$ cat src/rtl/fan_pkg.sv
// Shared definitions for the fan tachometer meter: measurement FSM states and
// a constant-width helper used to size counters from parameters.
package fan_pkg;

  typedef enum logic [1:0] {
    IDLE = 2'd0,
    ARM  = 2'd1,
    GATE = 2'd2
  } fan_state_e;

  // Smallest bit count able to index 'value' distinct codes (ceil(log2(value))).
  function automatic int clog2(input int value);
    int r;
    r = 0;
    for (int i = 0; i < 31; i++) begin
      if ((32'sd1 << i) < value) begin
        r = i + 1;
      end
    end
    return r;
  endfunction

endpackage

$ cat src/rtl/tach_debounce.sv
// Two-flop synchronizer, consecutive-sample filter and one-cycle rising-edge
// pulse for an asynchronous open-collector input such as a fan tach line.
module tach_debounce
  import fan_pkg::*;
#(
  parameter int DEBOUNCE = 3
) (
  input  logic clk,
  input  logic reset,
  input  logic tach_in,
  output logic edge_ev
);

  localparam int DW = clog2(DEBOUNCE + 32'sd1);
  localparam logic [DW-1:0] LAST_CNT = DW'(DEBOUNCE - 32'sd1);
  localparam logic [DW-1:0] CNT_ONE  = DW'(32'd1);
  localparam logic [DW-1:0] CNT_ZERO = {DW{1'b0}};

  logic          sync1_q, sync1_d;
  logic          sync2_q, sync2_d;
  logic          filt_q, filt_d;
  logic          edge_q, edge_d;
  logic [DW-1:0] cnt_q, cnt_d;

  // Filter: the level only follows the synced input after DEBOUNCE disagreeing samples in a row.
  always_comb begin
    sync1_d = tach_in;
    sync2_d = sync1_q;
    cnt_d   = cnt_q;
    filt_d  = filt_q;
    edge_d  = 1'b0;
    if (sync2_q == filt_q) begin
      cnt_d = CNT_ZERO;
    end else if (cnt_q == LAST_CNT) begin
      filt_d = sync2_q;
      cnt_d  = CNT_ZERO;
      edge_d = sync2_q;
    end else begin
      cnt_d = cnt_q + CNT_ONE;
    end
  end

  // State registers with synchronous reset.
  always_ff @(posedge clk) begin
    if (reset) begin
      sync1_q <= 1'b0;
      sync2_q <= 1'b0;
      filt_q  <= 1'b0;
      edge_q  <= 1'b0;
      cnt_q   <= CNT_ZERO;
    end else begin
      sync1_q <= sync1_d;
      sync2_q <= sync2_d;
      filt_q  <= filt_d;
      edge_q  <= edge_d;
      cnt_q   <= cnt_d;
    end
  end

  assign edge_ev = edge_q;

endmodule

$ cat src/rtl/fan_tach_meter.sv
// Fan tachometer meter: counts filtered tach rising edges across a window of
// GATE_TICKS timer ticks and publishes count, stall and overflow per window.
module fan_tach_meter
  import fan_pkg::*;
#(
  parameter int GATE_TICKS = 1000,
  parameter int CNT_W      = 16,
  parameter int DEBOUNCE   = 3
) (
  input  logic             clk,
  input  logic             reset,
  input  logic             enable,
  input  logic             tick,
  input  logic             tach_in,
  output logic [CNT_W-1:0] rpm_count,
  output logic             count_valid,
  output logic             stalled,
  output logic             overflow
);

  localparam int TW = clog2(GATE_TICKS + 32'sd1);
  localparam logic [TW-1:0]    LAST_TICK = TW'(GATE_TICKS - 32'sd1);
  localparam logic [TW-1:0]    TICK_ONE  = TW'(32'd1);
  localparam logic [TW-1:0]    TICK_ZERO = {TW{1'b0}};
  localparam logic [CNT_W-1:0] CNT_MAX   = {CNT_W{1'b1}};
  localparam logic [CNT_W-1:0] CNT_ONE   = CNT_W'(32'd1);
  localparam logic [CNT_W-1:0] CNT_ZERO  = {CNT_W{1'b0}};

  fan_state_e       state_q, state_d;
  logic             tick_q, tick_d;
  logic [CNT_W-1:0] edge_cnt_q, edge_cnt_d;
  logic [TW-1:0]    tick_cnt_q, tick_cnt_d;
  logic             ovf_q, ovf_d;
  logic [CNT_W-1:0] rpm_q, rpm_d;
  logic             stalled_q, stalled_d;
  logic             overflow_q, overflow_d;
  logic             valid_q, valid_d;

  logic             edge_ev;
  logic             tick_ev;
  logic             sat_hit;
  logic [CNT_W-1:0] edge_next;
  logic             ovf_next;

  tach_debounce #(
    .DEBOUNCE(DEBOUNCE)
  ) u_tach_debounce (
    .clk    (clk),
    .reset  (reset),
    .tach_in(tach_in),
    .edge_ev(edge_ev)
  );

  assign tick_ev = tick & ~tick_q;

  // Window FSM; the edge arriving with the closing tick still belongs to the closing window.
  always_comb begin
    tick_d     = tick;
    state_d    = state_q;
    edge_cnt_d = edge_cnt_q;
    tick_cnt_d = tick_cnt_q;
    ovf_d      = ovf_q;
    rpm_d      = rpm_q;
    stalled_d  = stalled_q;
    overflow_d = overflow_q;
    valid_d    = 1'b0;
    sat_hit    = edge_ev && (edge_cnt_q == CNT_MAX);
    if (edge_ev && !sat_hit) begin
      edge_next = edge_cnt_q + CNT_ONE;
    end else begin
      edge_next = edge_cnt_q;
    end
    ovf_next = ovf_q | sat_hit;

    if (!enable) begin
      state_d    = IDLE;
      edge_cnt_d = CNT_ZERO;
      tick_cnt_d = TICK_ZERO;
      ovf_d      = 1'b0;
    end else begin
      case (state_q)
        IDLE: begin
          state_d    = ARM;
          edge_cnt_d = CNT_ZERO;
          tick_cnt_d = TICK_ZERO;
          ovf_d      = 1'b0;
        end
        ARM: begin
          if (tick_ev) begin
            state_d = GATE;
          end else begin
            state_d = ARM;
          end
          edge_cnt_d = CNT_ZERO;
          tick_cnt_d = TICK_ZERO;
          ovf_d      = 1'b0;
        end
        GATE: begin
          if (tick_ev && (tick_cnt_q == LAST_TICK)) begin
            rpm_d      = edge_next;
            stalled_d  = (edge_next == CNT_ZERO);
            overflow_d = ovf_next;
            valid_d    = 1'b1;
            edge_cnt_d = CNT_ZERO;
            tick_cnt_d = TICK_ZERO;
            ovf_d      = 1'b0;
          end else begin
            edge_cnt_d = edge_next;
            ovf_d      = ovf_next;
            if (tick_ev) begin
              tick_cnt_d = tick_cnt_q + TICK_ONE;
            end else begin
              tick_cnt_d = tick_cnt_q;
            end
          end
        end
        default: begin
          state_d    = IDLE;
          edge_cnt_d = CNT_ZERO;
          tick_cnt_d = TICK_ZERO;
          ovf_d      = 1'b0;
        end
      endcase
    end
  end

  // State and output registers with synchronous reset.
  always_ff @(posedge clk) begin
    if (reset) begin
      state_q    <= IDLE;
      tick_q     <= 1'b0;
      edge_cnt_q <= CNT_ZERO;
      tick_cnt_q <= TICK_ZERO;
      ovf_q      <= 1'b0;
      rpm_q      <= CNT_ZERO;
      stalled_q  <= 1'b0;
      overflow_q <= 1'b0;
      valid_q    <= 1'b0;
    end else begin
      state_q    <= state_d;
      tick_q     <= tick_d;
      edge_cnt_q <= edge_cnt_d;
      tick_cnt_q <= tick_cnt_d;
      ovf_q      <= ovf_d;
      rpm_q      <= rpm_d;
      stalled_q  <= stalled_d;
      overflow_q <= overflow_d;
      valid_q    <= valid_d;
    end
  end

  assign rpm_count   = rpm_q;
  assign count_valid = valid_q;
  assign stalled     = stalled_q;
  assign overflow    = overflow_q;

endmodule
$ cat config.mk
export PLATFORM = sky130hd
export DESIGN_NAME = fan_tach_meter
export DESIGN_NICKNAME = d
export VERILOG_FILES = /design/src/rtl/fan_pkg.sv /design/src/rtl/tach_debounce.sv /design/src/rtl/fan_tach_meter.sv
export SDC_FILE = /design/constraint.sdc
export NUM_CORES = 1
export LEC_CHECK = 0
export ABC_AREA = 1
export CAP_MARGIN = 30
export CORE_ASPECT_RATIO = 2
export CORE_MARGIN = 4
export CORE_UTILIZATION = 35
export CTS_BUF_LIST = sky130_fd_sc_hd__clkbuf_8
export DETAILED_ROUTE_END_ITERATION = 7
export GPL_TIMING_DRIVEN = 0
export HOLD_SLACK_MARGIN = 0.06
export PLACE_DENSITY = 0.6
export SLEW_MARGIN = 20
export SYNTH_ARGS = -nofsm -noshare
export SYNTH_HDL_FRONTEND = slang
export SYNTH_SLANG_ARGS = --single-unit
$ cat constraint.sdc
create_clock -name clk -period 3.65 [get_ports clk]
set_input_delay 0.73 -clock clk [delete_from_list [all_inputs] [get_ports clk]]
set_output_delay 0.73 -clock clk [all_outputs]
set_load 0.02 [all_outputs]
==> flow_summary.rst <==
.. list-table::
   :header-rows: 1

   * - Metric
     - Value
   * - Outcome
     - finished, final reports clean
   * - Total power per unit cell area
     - 309 nW/um2
   * - Total global routing track utilization
     - 0.150
   * - Stage delay of the slowest cell on the critical path
     - around 520 ps
   * - Cells traversed along the worst timing path
     - clkdlybuf4s50_1, nand2_1, nor2_1, nand3_1, nor2_1, buf_2, nand2_1, o211ai_1, inv_1
   * - Hold Path Cell Cnt
     - 2
   * - Clock edge transition at the registers on the reported setup and hold paths
     - about 90 ps
   * - Count of instances resized after the clock tree is built
     - 0
   * - Number of diodes
     - 0
   * - CTS hold repair buffers
     - 0
   * - Worst r2r path cells
     - 13
   * - Starting Density
     - 0.360
   * - Max-Cap Viols
     - 0
   * - Sinks on the clock net
     - 55
   * - Clock network latency to the later pin of the worst-skew pair
     - 320 ps
   * - Number of instances in the synthesized netlist
     - 373
   * - Share of layout cells above drive strength 1
     - 0.0868
   * - Dominant cell type by area after synthesis
     - sky130_fd_sc_hd__dfxtp_1
   * - Worst setup EP type
     - register
   * - Worst slack at placement
     - just under 900 ps
   * - Signal arrival time at the worst endpoint
     - 2630 ps
   * - Total setup buffers inserted after CTS
     - 0
   * - Final number of hold-violating endpoints
     - 0
   * - Largest net degree at the start of global routing
     - 16
   * - Remaining antenna violation count after routing
     - 0
   * - Placer congestion estimate
     - slightly below 0.9
   * - Kind of start point of the critical path
     - input port
   * - Floorplan die height
     - 131 um
   * - Register cell area after layout
     - 1100 um2
   * - Final cell count without fillers
     - 495
   * - Fraction of post-synthesis cell area in the top cell type by area
     - 0.418
   * - Worst endpoint required time
     - 3860 ps
   * - DRC errors left
     - 0
   * - Number of antenna violations at the first check in global routing
     - 0
   * - Number of placed cells counting well taps
     - approximately 490
   * - Number of port buffers
     - 22
   * - Avg Synthesized Cell Area
     - 7.06 um2
   * - WS Path Type
     - in2reg
   * - Area of the die
     - between 9000 and 10000 um2
   * - Worst path setup slack after routing
     - 1220 ps
   * - Area delta synth->final
     - 15.8%
   * - Total number of nets in the final design
     - between 400 and 500
   * - Clock skew
     - 9.04 ps
   * - Total Negative Setup Slacks
     - 0 ps
   * - Net count after synthesis
     - ~380
   * - Number of top-level pins
     - 24
   * - HPWL reported at the end of detailed placement
     - 5120 um
   * - Vias
     - 2324
   * - RSZ-0062 raised after global routing
     - no
   * - Path class of the lowest-slack min-delay path
     - reg2reg
   * - Min cycle time layout
     - 2430 ps
   * - Via count of the first global-routing pass
     - 2290
   * - Final wirelength
     - 6390 um
   * - Synth area leaders
     - sky130_fd_sc_hd__dfxtp_1 (42%), sky130_fd_sc_hd__nand2_1 (12%), sky130_fd_sc_hd__inv_1 (8.3%), sky130_fd_sc_hd__nor2_1 (7.7%), sky130_fd_sc_hd__nand3_1 (4.8%)
   * - Setup slack, reg-to-reg
     - 1580 ps
   * - Total grt overflow
     - 0
   * - Violation count after the first detailed-route iteration
     - 104
   * - Maximum fanout encountered on the critical timing path
     - 10
   * - Std-Cell Rows
     - 44
   * - First-pass GRT wire length
     - around 11000 um
   * - Mapped cell area
     - 2630 um2
   * - R2R Path Start
     - edge_cnt_q[0]
   * - Final Slew Violations
     - 0
   * - Synth warn
     - 0
   * - Setup violators final
     - 0
   * - Count of distinct cell types in the synthesized netlist
     - 32
   * - Detailed-routing iteration count for the pre-antenna-repair pass
     - 4
   * - Reported leakage power
     - 1.22 nW
   * - Clock root buffer
     - sky130_fd_sc_hd__clkbuf_8
   * - Avg WL per Cell
     - 12.9 um
   * - Final period utilization
     - 0.665
   * - Slew at the pin with the worst max-slew slack
     - 557 ps
   * - TritonCTS clock tree
     - done
   * - Start point of the worst min-delay path
     - u_tach_debounce.sync1_q
   * - Via/cell ratio
     - 4.69
   * - R2R Path End
     - stalled
   * - Achievable clock frequency
     - 0.412 GHz
   * - Maximum level of the CTS H-tree
     - 2
   * - Post-synthesis sequential area ratio
     - 0.418
   * - Inserted Clock Buffers
     - 5
   * - Die X-Extent
     - 69.3 um
   * - IR Drop Worst-Case VDD
     - 277 uV
   * - Core box area
     - 7320 um2
   * - Sink of the worst hold path
     - u_tach_debounce.sync2_q
   * - Max-Slew Margin vs Limit
     - 0.628
   * - Area taken by multi-input logic gates
     - 1250 um2
   * - Number of synthesized register bits
     - 55
   * - Count of filler cells inserted in the layout
     - 760
   * - Worst-path cell with the longest stage delay
     - sky130_fd_sc_hd__clkdlybuf4s50_1
   * - Maximum root-to-sink buffer count
     - 2
-- cell usage after synthesis, drive strengths merged --
cell / n
o21bai: 1
nand4: 4
a21oi: 13
o21ai: 11
a31oi: 1
nand2: 96
nand3b: 1
nor3b: 1
ha: 3
nand3: 26
buf: 7
o21a: 1
nor4: 1
a211oi: 1
o211ai: 14
nor2: 64
clkbuf: 2
inv: 60
xor2: 4
dfxtp: 55
nor3: 7
-- layout make-up --
class / count / area share
multi-input combinational: 249 / 0.410
tap: 92 / 0.0378
clock inverter: 3 / 0.00410
clock buffer: 5 / 0.0226
sequential: 55 / 0.361
inverter: 60 / 0.0739
buffer: 9 / 0.0181
timing repair buffer: 22 / 0.0722
-- through the flow --
| stage | hold WS (ps) | util | cell area (um2) | power [W] |
|---|---|---|---|---|
| 2_1_floorplan | 388 | - | 2630 | 0.000628 |
| 3_3_place_gp | 390 | 0.405 | 2970 | 0.000636 |
| 3_5_place_dp | 400 | 0.405 | 2970 | 0.000636 |
| 4_1_cts | 415 | 0.416 | 3050 | 0.000956 |
| 5_1_grt | 426 | 0.416 | 3050 | 0.000982 |
| 6_report | 411 | 0.416 | 3050 | 0.000943 |
-- sequential cells by signal, indices dropped and copies added (netlist names), 2 cells and up --
signal                 cells
tick_cnt_q                10
edge_cnt_q                16
u_tach_debounce.cnt_q      2
state_q                    2
rpm_count                 16
-- critical path, delay by kind of cell --
kind | cells | cell delay (ps)
AO/OA/AOI/OAI | 1 | 80
AND/OR/NAND/NOR | 5 | 940
buffers and inverters | 3 | 880
-- cells by family after synthesis --
kind of cell / share of synthesized area
flip-flops: 0.418
buffers and inverters: 0.106
adder cells (fa/ha/maj): 0.0143
AO/OA/AOI/OAI: 0.0965
XOR/XNOR: 0.0133
AND/OR/NAND/NOR: 0.351
-- power breakdown --
part | switching [W] | total, W | internal, W
logic | 0.0000108 | 0.0000179 | 0.00000715
registers | 0.00000146 | 0.000604 | 0.000602
clock network | 0.000191 | 0.000321 | 0.000130
-- placed cells by master, fill, tap and decap left out, drive strengths merged, types with 3 or more instances in the layout --
| cell | Yosys | layout |
|---|---|---|
| buf | 7 | 7 |
| ha | 3 | 3 |
| o211ai | 14 | 14 |
| dfxtp | 55 | 55 |
| o21ai | 11 | 11 |
| nor3 | 7 | 7 |
| a21oi | 13 | 13 |
| nand2 | 96 | 96 |
| inv | 60 | 62 |
| nand4 | 4 | 4 |
| clkbuf | 2 | 7 |
| xor2 | 4 | 4 |
| nand3 | 26 | 26 |
| nor2 | 64 | 64 |
| clkdlybuf4s50 | 0 | 22 |
-- worst max-delay path by stage --
| stage | start | to | slack (ps) | cells past startpoint |
|---|---|---|---|---|
| 5_1_grt | tick | tick_cnt_q[8] | 1000 | 10 |
| 4_1_cts | tick | rpm_count[14] | 1200 | 9 |
| 6_report | tick | rpm_count[14] | 1220 | 9 |
| 2_1_floorplan | tick | tick_cnt_q[8] | 1780 | 9 |
| 3_3_place_gp | tick | rpm_count[13] | 890 | 9 |
| 3_5_place_dp | tick | rpm_count[13] | 870 | 9 |
-- layer usage --
metal / global-route usage / up-vias / wire length [um]
met5: 0 / - / 0
met4: 0.0886 / 0 / 189
met3: 0.0253 / 9 / 149
met2: 0.309 / 36 / 3810
met1: 0.131 / 1052 / 2240
li1: - / 1227 / -
No activity file was read; power rests on OpenSTA's default activity.
